--- src/rtl/ctrl_pkg.sv ---
// Shared state encoding, ALU operation codes and instruction-field constants
// for the multicycle ARM-subset controller.
package ctrl_pkg;

  typedef enum logic [3:0] {
    FETCH  = 4'd0,
    DECODE = 4'd1,
    MEMADR = 4'd2,
    MEMRD  = 4'd3,
    MEMWB  = 4'd4,
    MEMWR  = 4'd5,
    EXECR  = 4'd6,
    EXECI  = 4'd7,
    ALUWB  = 4'd8,
    BRANCH = 4'd9,
    MULEX  = 4'd10,
    MULWB  = 4'd11,
    MULWBH = 4'd12
  } state_t;

  localparam logic [3:0] ALU_ADD   = 4'b0000;
  localparam logic [3:0] ALU_SUB   = 4'b0001;
  localparam logic [3:0] ALU_AND   = 4'b0010;
  localparam logic [3:0] ALU_ORR   = 4'b0011;
  localparam logic [3:0] ALU_EOR   = 4'b0100;
  localparam logic [3:0] ALU_MOV   = 4'b0101;
  localparam logic [3:0] ALU_MUL   = 4'b1000;
  localparam logic [3:0] ALU_UMULL = 4'b1001;
  localparam logic [3:0] ALU_SMULL = 4'b1010;
  localparam logic [3:0] ALU_BAD   = 4'b1111;

  localparam logic [3:0] CMD_AND = 4'b0000;
  localparam logic [3:0] CMD_EOR = 4'b0001;
  localparam logic [3:0] CMD_SUB = 4'b0010;
  localparam logic [3:0] CMD_ADD = 4'b0100;
  localparam logic [3:0] CMD_CMP = 4'b1010;
  localparam logic [3:0] CMD_ORR = 4'b1100;
  localparam logic [3:0] CMD_MOV = 4'b1101;

  localparam logic [3:0] MCMD_MUL   = 4'b0000;
  localparam logic [3:0] MCMD_UMULL = 4'b0100;
  localparam logic [3:0] MCMD_SMULL = 4'b0110;

  localparam logic [3:0] COND_EQ = 4'b0000;
  localparam logic [3:0] COND_NE = 4'b0001;
  localparam logic [3:0] COND_CS = 4'b0010;
  localparam logic [3:0] COND_CC = 4'b0011;
  localparam logic [3:0] COND_MI = 4'b0100;
  localparam logic [3:0] COND_PL = 4'b0101;
  localparam logic [3:0] COND_VS = 4'b0110;
  localparam logic [3:0] COND_VC = 4'b0111;
  localparam logic [3:0] COND_HI = 4'b1000;
  localparam logic [3:0] COND_LS = 4'b1001;
  localparam logic [3:0] COND_GE = 4'b1010;
  localparam logic [3:0] COND_LT = 4'b1011;
  localparam logic [3:0] COND_GT = 4'b1100;
  localparam logic [3:0] COND_LE = 4'b1101;
  localparam logic [3:0] COND_AL = 4'b1110;

  localparam logic [3:0] MUL_PATTERN = 4'b1001;

  function automatic logic [3:0] dp_alu_ctl(input logic [3:0] cmd);
    case (cmd)
      CMD_ADD: return ALU_ADD;
      CMD_SUB: return ALU_SUB;
      CMD_CMP: return ALU_SUB;
      CMD_AND: return ALU_AND;
      CMD_ORR: return ALU_ORR;
      CMD_EOR: return ALU_EOR;
      CMD_MOV: return ALU_MOV;
      default: return ALU_BAD;
    endcase
  endfunction

  function automatic logic [3:0] mul_alu_ctl(input logic [3:0] cmd);
    case (cmd)
      MCMD_MUL:   return ALU_MUL;
      MCMD_UMULL: return ALU_UMULL;
      MCMD_SMULL: return ALU_SMULL;
      default:    return ALU_BAD;
    endcase
  endfunction

endpackage

--- src/rtl/ctrl_cond_unit.sv ---
// Flags register and condition evaluation: CondEx from the current flags,
// CondExReg captured at the end of DECODE, flag writes gated by CondEx.
module ctrl_cond_unit
  import ctrl_pkg::*;
(
  input  logic       clk,
  input  logic       reset,
  input  logic [3:0] cond,
  input  logic [3:0] alu_flags,
  input  logic [1:0] flag_w,
  input  logic       latch_cond,
  output logic       cond_ex_reg
);

  logic [3:0] flags_q, flags_d;
  logic       cond_ex_q, cond_ex_d;
  logic       cond_ex;
  logic       n, z, c, v;

  assign {n, z, c, v} = flags_q;

  always_comb begin
    cond_ex = 1'b0;
    case (cond)
      COND_EQ: cond_ex = z;
      COND_NE: cond_ex = !z;
      COND_CS: cond_ex = c;
      COND_CC: cond_ex = !c;
      COND_MI: cond_ex = n;
      COND_PL: cond_ex = !n;
      COND_VS: cond_ex = v;
      COND_VC: cond_ex = !v;
      COND_HI: cond_ex = c && !z;
      COND_LS: cond_ex = !c || z;
      COND_GE: cond_ex = (n == v);
      COND_LT: cond_ex = (n != v);
      COND_GT: cond_ex = !z && (n == v);
      COND_LE: cond_ex = z || (n != v);
      COND_AL: cond_ex = 1'b1;
      default: cond_ex = 1'b0;
    endcase
  end

  always_comb begin
    flags_d   = flags_q;
    cond_ex_d = cond_ex_q;
    if (flag_w[1] && cond_ex) flags_d[3:2] = alu_flags[3:2];
    if (flag_w[0] && cond_ex) flags_d[1:0] = alu_flags[1:0];
    if (latch_cond) cond_ex_d = cond_ex;
  end

  always_ff @(posedge clk) begin
    if (!reset) begin
      flags_q   <= '0;
      cond_ex_q <= 1'b0;
    end else begin
      flags_q   <= flags_d;
      cond_ex_q <= cond_ex_d;
    end
  end

  assign cond_ex_reg = cond_ex_q;

endmodule

--- src/rtl/multicycle_ctrl_mul.sv ---
// Multicycle ARM-subset controller: main FSM and decode, with an iterative
// multiply state of MUL_LAT cycles and two-word writeback for long multiplies.
module multicycle_ctrl_mul
  import ctrl_pkg::*;
#(
  parameter int MUL_LAT  = 4,
  parameter int ALUCTL_W = 4,
  parameter int ST_W     = 4
) (
  input  logic                clk,
  input  logic                reset,
  input  logic [31:0]         Instr,
  input  logic [3:0]          ALUFlags,
  output logic                PCWrite,
  output logic                MemWrite,
  output logic                RegWrite,
  output logic                IRWrite,
  output logic                AdrSrc,
  output logic [1:0]          RegSrc,
  output logic [1:0]          ALUSrcA,
  output logic [1:0]          ALUSrcB,
  output logic [1:0]          ResultSrc,
  output logic [1:0]          ImmSrc,
  output logic [ALUCTL_W-1:0] ALUControl,
  output logic                AuxW,
  output logic                Mul,
  output logic                Busy,
  output logic [ST_W-1:0]     State
);

  state_t     state_q, state_d;
  logic [3:0] cnt_q, cnt_d;

  logic [1:0] op;
  logic [5:0] funct;
  logic [3:0] cmd;
  logic       s_bit, is_mul, is_long, mul_last;
  logic [3:0] dp_ctl, mul_ctl;
  logic [1:0] dp_flag_w, flag_w;
  logic       cond_ex_reg;
  logic       pc_write, mem_write, reg_write, ir_write, aux_w;
  logic [3:0] alu_ctl;
  logic       unused_instr;

  assign op       = Instr[27:26];
  assign funct    = Instr[25:20];
  assign cmd      = funct[4:1];
  assign s_bit    = funct[0];
  assign is_mul   = (op == 2'b00) && !funct[5] && (Instr[7:4] == MUL_PATTERN);
  assign is_long  = (cmd == MCMD_UMULL) || (cmd == MCMD_SMULL);
  assign mul_last = (cnt_q == 4'(MUL_LAT - 1));
  assign dp_ctl   = dp_alu_ctl(cmd);
  assign mul_ctl  = mul_alu_ctl(cmd);
  assign unused_instr = ^{Instr[19:8], Instr[3:0]};

  always_comb begin
    dp_flag_w = 2'b00;
    if (s_bit) begin
      case (cmd)
        CMD_ADD, CMD_SUB, CMD_CMP:          dp_flag_w = 2'b11;
        CMD_AND, CMD_ORR, CMD_EOR, CMD_MOV: dp_flag_w = 2'b10;
        default:                            dp_flag_w = 2'b00;
      endcase
    end
  end

  always_comb begin
    state_d   = state_q;
    cnt_d     = cnt_q;
    pc_write  = 1'b0;
    mem_write = 1'b0;
    reg_write = 1'b0;
    ir_write  = 1'b0;
    aux_w     = 1'b0;
    AdrSrc    = 1'b0;
    ALUSrcA   = 2'b00;
    ALUSrcB   = 2'b00;
    ResultSrc = 2'b00;
    alu_ctl   = ALU_ADD;
    Mul       = 1'b0;
    Busy      = 1'b0;
    flag_w    = 2'b00;
    case (state_q)
      FETCH: begin
        ir_write  = 1'b1;
        pc_write  = 1'b1;
        ALUSrcA   = 2'b01;
        ALUSrcB   = 2'b10;
        ResultSrc = 2'b10;
        state_d   = DECODE;
      end
      DECODE: begin
        ALUSrcA   = 2'b01;
        ALUSrcB   = 2'b10;
        ResultSrc = 2'b10;
        case (op)
          2'b01:   state_d = MEMADR;
          2'b10:   state_d = BRANCH;
          2'b00:   state_d = is_mul ? MULEX : (funct[5] ? EXECI : EXECR);
          default: state_d = FETCH;
        endcase
      end
      MEMADR: begin
        ALUSrcB = 2'b01;
        state_d = funct[0] ? MEMRD : MEMWR;
      end
      MEMRD: begin
        AdrSrc  = 1'b1;
        state_d = MEMWB;
      end
      MEMWB: begin
        ResultSrc = 2'b01;
        reg_write = cond_ex_reg;
        state_d   = FETCH;
      end
      MEMWR: begin
        AdrSrc    = 1'b1;
        mem_write = cond_ex_reg;
        state_d   = FETCH;
      end
      EXECR, EXECI: begin
        ALUSrcB = (state_q == EXECI) ? 2'b01 : 2'b00;
        alu_ctl = dp_ctl;
        flag_w  = dp_flag_w;
        state_d = (cmd == CMD_CMP) ? FETCH : ALUWB;
      end
      ALUWB: begin
        reg_write = cond_ex_reg && (dp_ctl != ALU_BAD);
        state_d   = FETCH;
      end
      BRANCH: begin
        ALUSrcB   = 2'b01;
        ResultSrc = 2'b10;
        pc_write  = cond_ex_reg;
        state_d   = FETCH;
      end
      MULEX: begin
        Mul     = 1'b1;
        Busy    = 1'b1;
        alu_ctl = mul_ctl;
        if (mul_last) begin
          flag_w  = (s_bit && mul_ctl != ALU_BAD) ? 2'b10 : 2'b00;
          cnt_d   = '0;
          state_d = MULWB;
        end else begin
          cnt_d = cnt_q + 4'd1;
        end
      end
      MULWB: begin
        Mul       = 1'b1;
        alu_ctl   = mul_ctl;
        reg_write = cond_ex_reg && (mul_ctl != ALU_BAD);
        state_d   = is_long ? MULWBH : FETCH;
      end
      MULWBH: begin
        Mul       = 1'b1;
        aux_w     = 1'b1;
        alu_ctl   = mul_ctl;
        reg_write = cond_ex_reg && (mul_ctl != ALU_BAD);
        state_d   = FETCH;
      end
      default: state_d = FETCH;
    endcase
  end

  always_ff @(posedge clk) begin
    if (!reset) begin
      state_q <= FETCH;
      cnt_q   <= '0;
    end else begin
      state_q <= state_d;
      cnt_q   <= cnt_d;
    end
  end

  ctrl_cond_unit u_cond (
    .clk         (clk),
    .reset       (reset),
    .cond        (Instr[31:28]),
    .alu_flags   (ALUFlags),
    .flag_w      (flag_w),
    .latch_cond  (state_q == DECODE),
    .cond_ex_reg (cond_ex_reg)
  );

  // Write enables are forced low for the whole time reset is asserted.
  assign PCWrite    = pc_write  && reset;
  assign MemWrite   = mem_write && reset;
  assign RegWrite   = reg_write && reset;
  assign IRWrite    = ir_write  && reset;
  assign AuxW       = aux_w     && reset;
  assign RegSrc     = {op == 2'b01, op == 2'b10};
  assign ImmSrc     = op;
  assign ALUControl = ALUCTL_W'(alu_ctl);
  assign State      = ST_W'(state_q);

endmodule

--- config.mk ---
export PLATFORM = sky130hd
export DESIGN_NAME = multicycle_ctrl_mul
export DESIGN_NICKNAME = d
export VERILOG_FILES = /design/src/rtl/ctrl_pkg.sv /design/src/rtl/ctrl_cond_unit.sv /design/src/rtl/multicycle_ctrl_mul.sv
export SDC_FILE = /design/constraint.sdc
export NUM_CORES = 1
export LEC_CHECK = 0
export CAP_MARGIN = 20
export CORE_UTILIZATION = 40
export DETAILED_ROUTE_END_ITERATION = 8
export MAX_ROUTING_LAYER = met4
export PLACE_DENSITY = 0.8
export SYNTH_ARGS = -nofsm -noshare
export SYNTH_HDL_FRONTEND = slang
export SYNTH_SLANG_ARGS = --single-unit
--- constraint.sdc ---
create_clock -name clk -period 1.9 [get_ports clk]
set_input_delay 0.38 -clock clk [delete_from_list [all_inputs] [get_ports clk]]
set_output_delay 0.38 -clock clk [all_outputs]
set_load 0.1 [all_outputs]
==> impl_metrics.csv <==
group,metric,value,unit
clock_tree,ctsHoldBuffers,0,
synth,synth-seq-cells,13,
worst_setup_path,cp_top_family,"compound AO/OA/AOI/OAI gates",
routing,ant_nets,0,
die,core,3028,µm²
final_layout,final_cell_area,2658,µm²
run,cap_violations,0,
power,peakVddDrop,0.3572,mV
die,die_y,58.38,µm
final_layout,final_common_cell,"buf_4",
placement,placed_cells,285,
timing,drv_slew,0,
routing,drc,0,
clock_tree,cts_htree_levels,1,
power,power.total,0.001383,W
timing,setup_ws,-0.3537,ns
clock_tree,numCtsBuffers,3,
final_layout,antennaDiodeCount,0,
clock_tree,clk_path_buf_depth,2,
routing,vias_per_cell,5.660,
final_layout,fin_nets,296,
timing,rsz0062_at_grt,"true",
synth,seq_area_frac_synth,0.2047,
routing,vias,1698,
synth,synth.distinct_cells,50,
timing,relSlewSlack,0.6551,
final_layout,final-seq-area,275.3,µm²
placement,placed_cell_area,2346,µm²
routing,dr.pass1.iters,4,
worst_setup_path,path_cells,"dlygate4sd2_1 -> nor2b_4 -> or3_4 -> a311oi_2 -> o21ai_1 -> a21oi_4 -> buf_12",
power,power.density,520.5,nW/µm²
power,p_leak,1.014,nW
die,rows,20,
final_layout,multi_input_area,1180,µm²
final_layout,layout-drive-gt1-share,0.4805,
grt,antenna_found_initial,0,
final_layout,utilization,0.8777,
worst_setup_path,worst_path_max_delay_cell,"or3_4",
worst_setup_path,cp.required,1.52,ns
clock_tree,clock-sinks,13,
synth,syn_nets,217,
routing,routedWlPerCell,17.59,µm
grt,grt_pass1_wl,7741,µm
synth,synth_top_area_share,0.2047,
synth,yosys-top-cells-area,"dfxtp_1, nand2_1, nor3_1",
grt,grt_util_all_layers,0.3004,
grt,grt.overflow.total,0,
grt,grt_pass1_vias,1733,
synth,yosys.area.top_type,"dfxtp_1",
worst_setup_path,crit_path_end_kind,"output pin",
synth,yosys_warnings,0,
clock_tree,cts_tree,"built",
run_status,outcome,"finished, violations left",
worst_setup_path,path_max_fanout,3,
grt,grt_max_degree,15,
die,dieArea,3408,µm²
synth,ys.flop_type,"dfxtp_1",
run_status,violations,"setup timing",
worst_setup_path,start_kind,"primary input",
placement,dp_hpwl,3428,µm
placement,io_buffers,46,
final_layout,instances_no_fill,300,
timing,hold_viol,0,
routing,drt_iter0_markers,62,
worst_setup_path,max_stage_delay,0.34,ns
timing,finalCriticalPeriod,2.254,ns
die,die_w,58.38,µm
synth,ys_async_sr_fraction,0,
synth,syn-cell-area,1271,µm²
synth,synth-edff-count,0,
timing,timing.final.crit_share,1.186,
synth,avgSynthCellArea,7.142,µm²
clock_tree,clk_latency,0.28,ns
final_layout,final_cell_mix,"buf_4, buf_12, nand2_1, clkdlybuf4s50_1, nor2_1",
clock_tree,clk_transition_reported_paths,0.08,ns
die,start_util,0.4198,
routing,wl,5276,µm
worst_setup_path,arrival,1.87,ns
timing,tightest_slew,0.5134,ns
final_layout,areaGrowthSynthToFinish,109.1,%
synth,syn_inst,178,
timing,setup_viol,15,
die,ioPinCount,64,
final_layout,n_fill_cell,142,
worst_setup_path,crit_buf_inv,2,
worst_setup_path,crit_type,"in2out",
worst_hold_path,hold_path_class,"reg2reg",
clock_tree,root_buffer,"clkbuf_4",
timing,fmax,443.7,MHz
placement,place_congestion,0.9620,
timing,clock_skew,0.005018,ns
-- stage by stage --
step,hold WS [ns],setup TNS [ns],worst slack [ns]
2_1_floorplan,0.4534,-5.692,-1.089
3_3_place_gp,0.4617,-3.184,-0.5599
3_5_place_dp,0.4884,-4.183,-0.6097
4_1_cts,0.5000,-1.347,-0.3234
5_1_grt,0.5313,-3.121,-0.4055
6_report,0.4990,-2.357,-0.3537
-- worst min-delay path, stage by stage (launching register included) --
cell	delay [ns]
dfxtp_1	0.33
nand2_1	0.06
a21oi_1	0.06
-- synth_stat cells, drive strengths merged (2+ instances only) --
cell type  instances
nand2             21
nor2              15
nand3              4
xor2               5
o21a               5
nor3b              3
nand3b             3
or3                3
nor2b              8
o21ai             12
nand4b             2
clkbuf             6
inv                7
dfxtp             13
nor4               2
nand2b             4
buf                9
xnor2              2
a21oi             12
a211oi             2
nor3              13
a311oi             2
a22oi              2
mux2i              6
-- routing by layer --
layer / global-route usage / vias to the layer above / wire length, µm
met5: - / - / 0
met4: 0.1088 / 0 / 179
met3: 0.05934 / 19 / 235
met2: 0.5649 / 70 / 2961
met1: 0.3071 / 819 / 1900
li1: - / 790 / -
-- final timing paths --
path / start / to / slack [ns] / cells after the start
worst min-delay path: cnt_q[1]$_SDFFE_PN0N_ / cnt_q[1]$_SDFFE_PN0N_ / 0.50 / 2
worst max-delay path: Instr[22] / RegWrite / -0.35 / 7
worst max register to register: State[3]$_SDFFE_PN0P_ / State[3]$_SDFFE_PN0P_ / 0.04 / 6
worst min register to register: cnt_q[1]$_SDFFE_PN0N_ / cnt_q[1]$_SDFFE_PN0N_ / 0.50 / 2
-- what timing repair did --
action                                 4_1_cts  5_1_grt
pin swaps                                    9       11
buffers inserted                             5        7
gates cloned                                 0        0
gates resized for setup                     32       22
setup endpoints to repair                   15       18
endpoints found under the hold margin        0        0
-- cell type report --
| type | count | share of cell area |
|---|---|---|
| clock buffers | 4 | 0.009887 |
| well taps | 44 | 0.02072 |
| multi-input cells | 143 | 0.4440 |
| repair buffers | 89 | 0.4091 |
| flip-flops and latches | 13 | 0.1036 |
| inverters | 7 | 0.01271 |
-- report_power, final --
group / internal, W / leakage (nW) / switching, W
clock network: 0.0000815 / 0.0150 / 0.0000948
registers: 0.000284 / 0.108 / 0.0000192
logic: 0.000366 / 0.891 / 0.000538
total: 0.000732 / 1.01 / 0.000652
-- cells by family after synthesis --
| logic type | count (synthesis) | synth area share |
|---|---|---|
| other | 1 | 0.002950 |
| adders and majority gates | 2 | 0.01772 |
| xor gates and xnor gates | 7 | 0.04823 |
| buffers and inverters | 22 | 0.09646 |
| DFF | 13 | 0.2047 |
| muxes | 6 | 0.04725 |
| AOI/OAI and AO/OA | 45 | 0.2412 |
| and+or+nand+nor | 82 | 0.3415 |
Note: power is estimated with default switching activity, not from simulation.
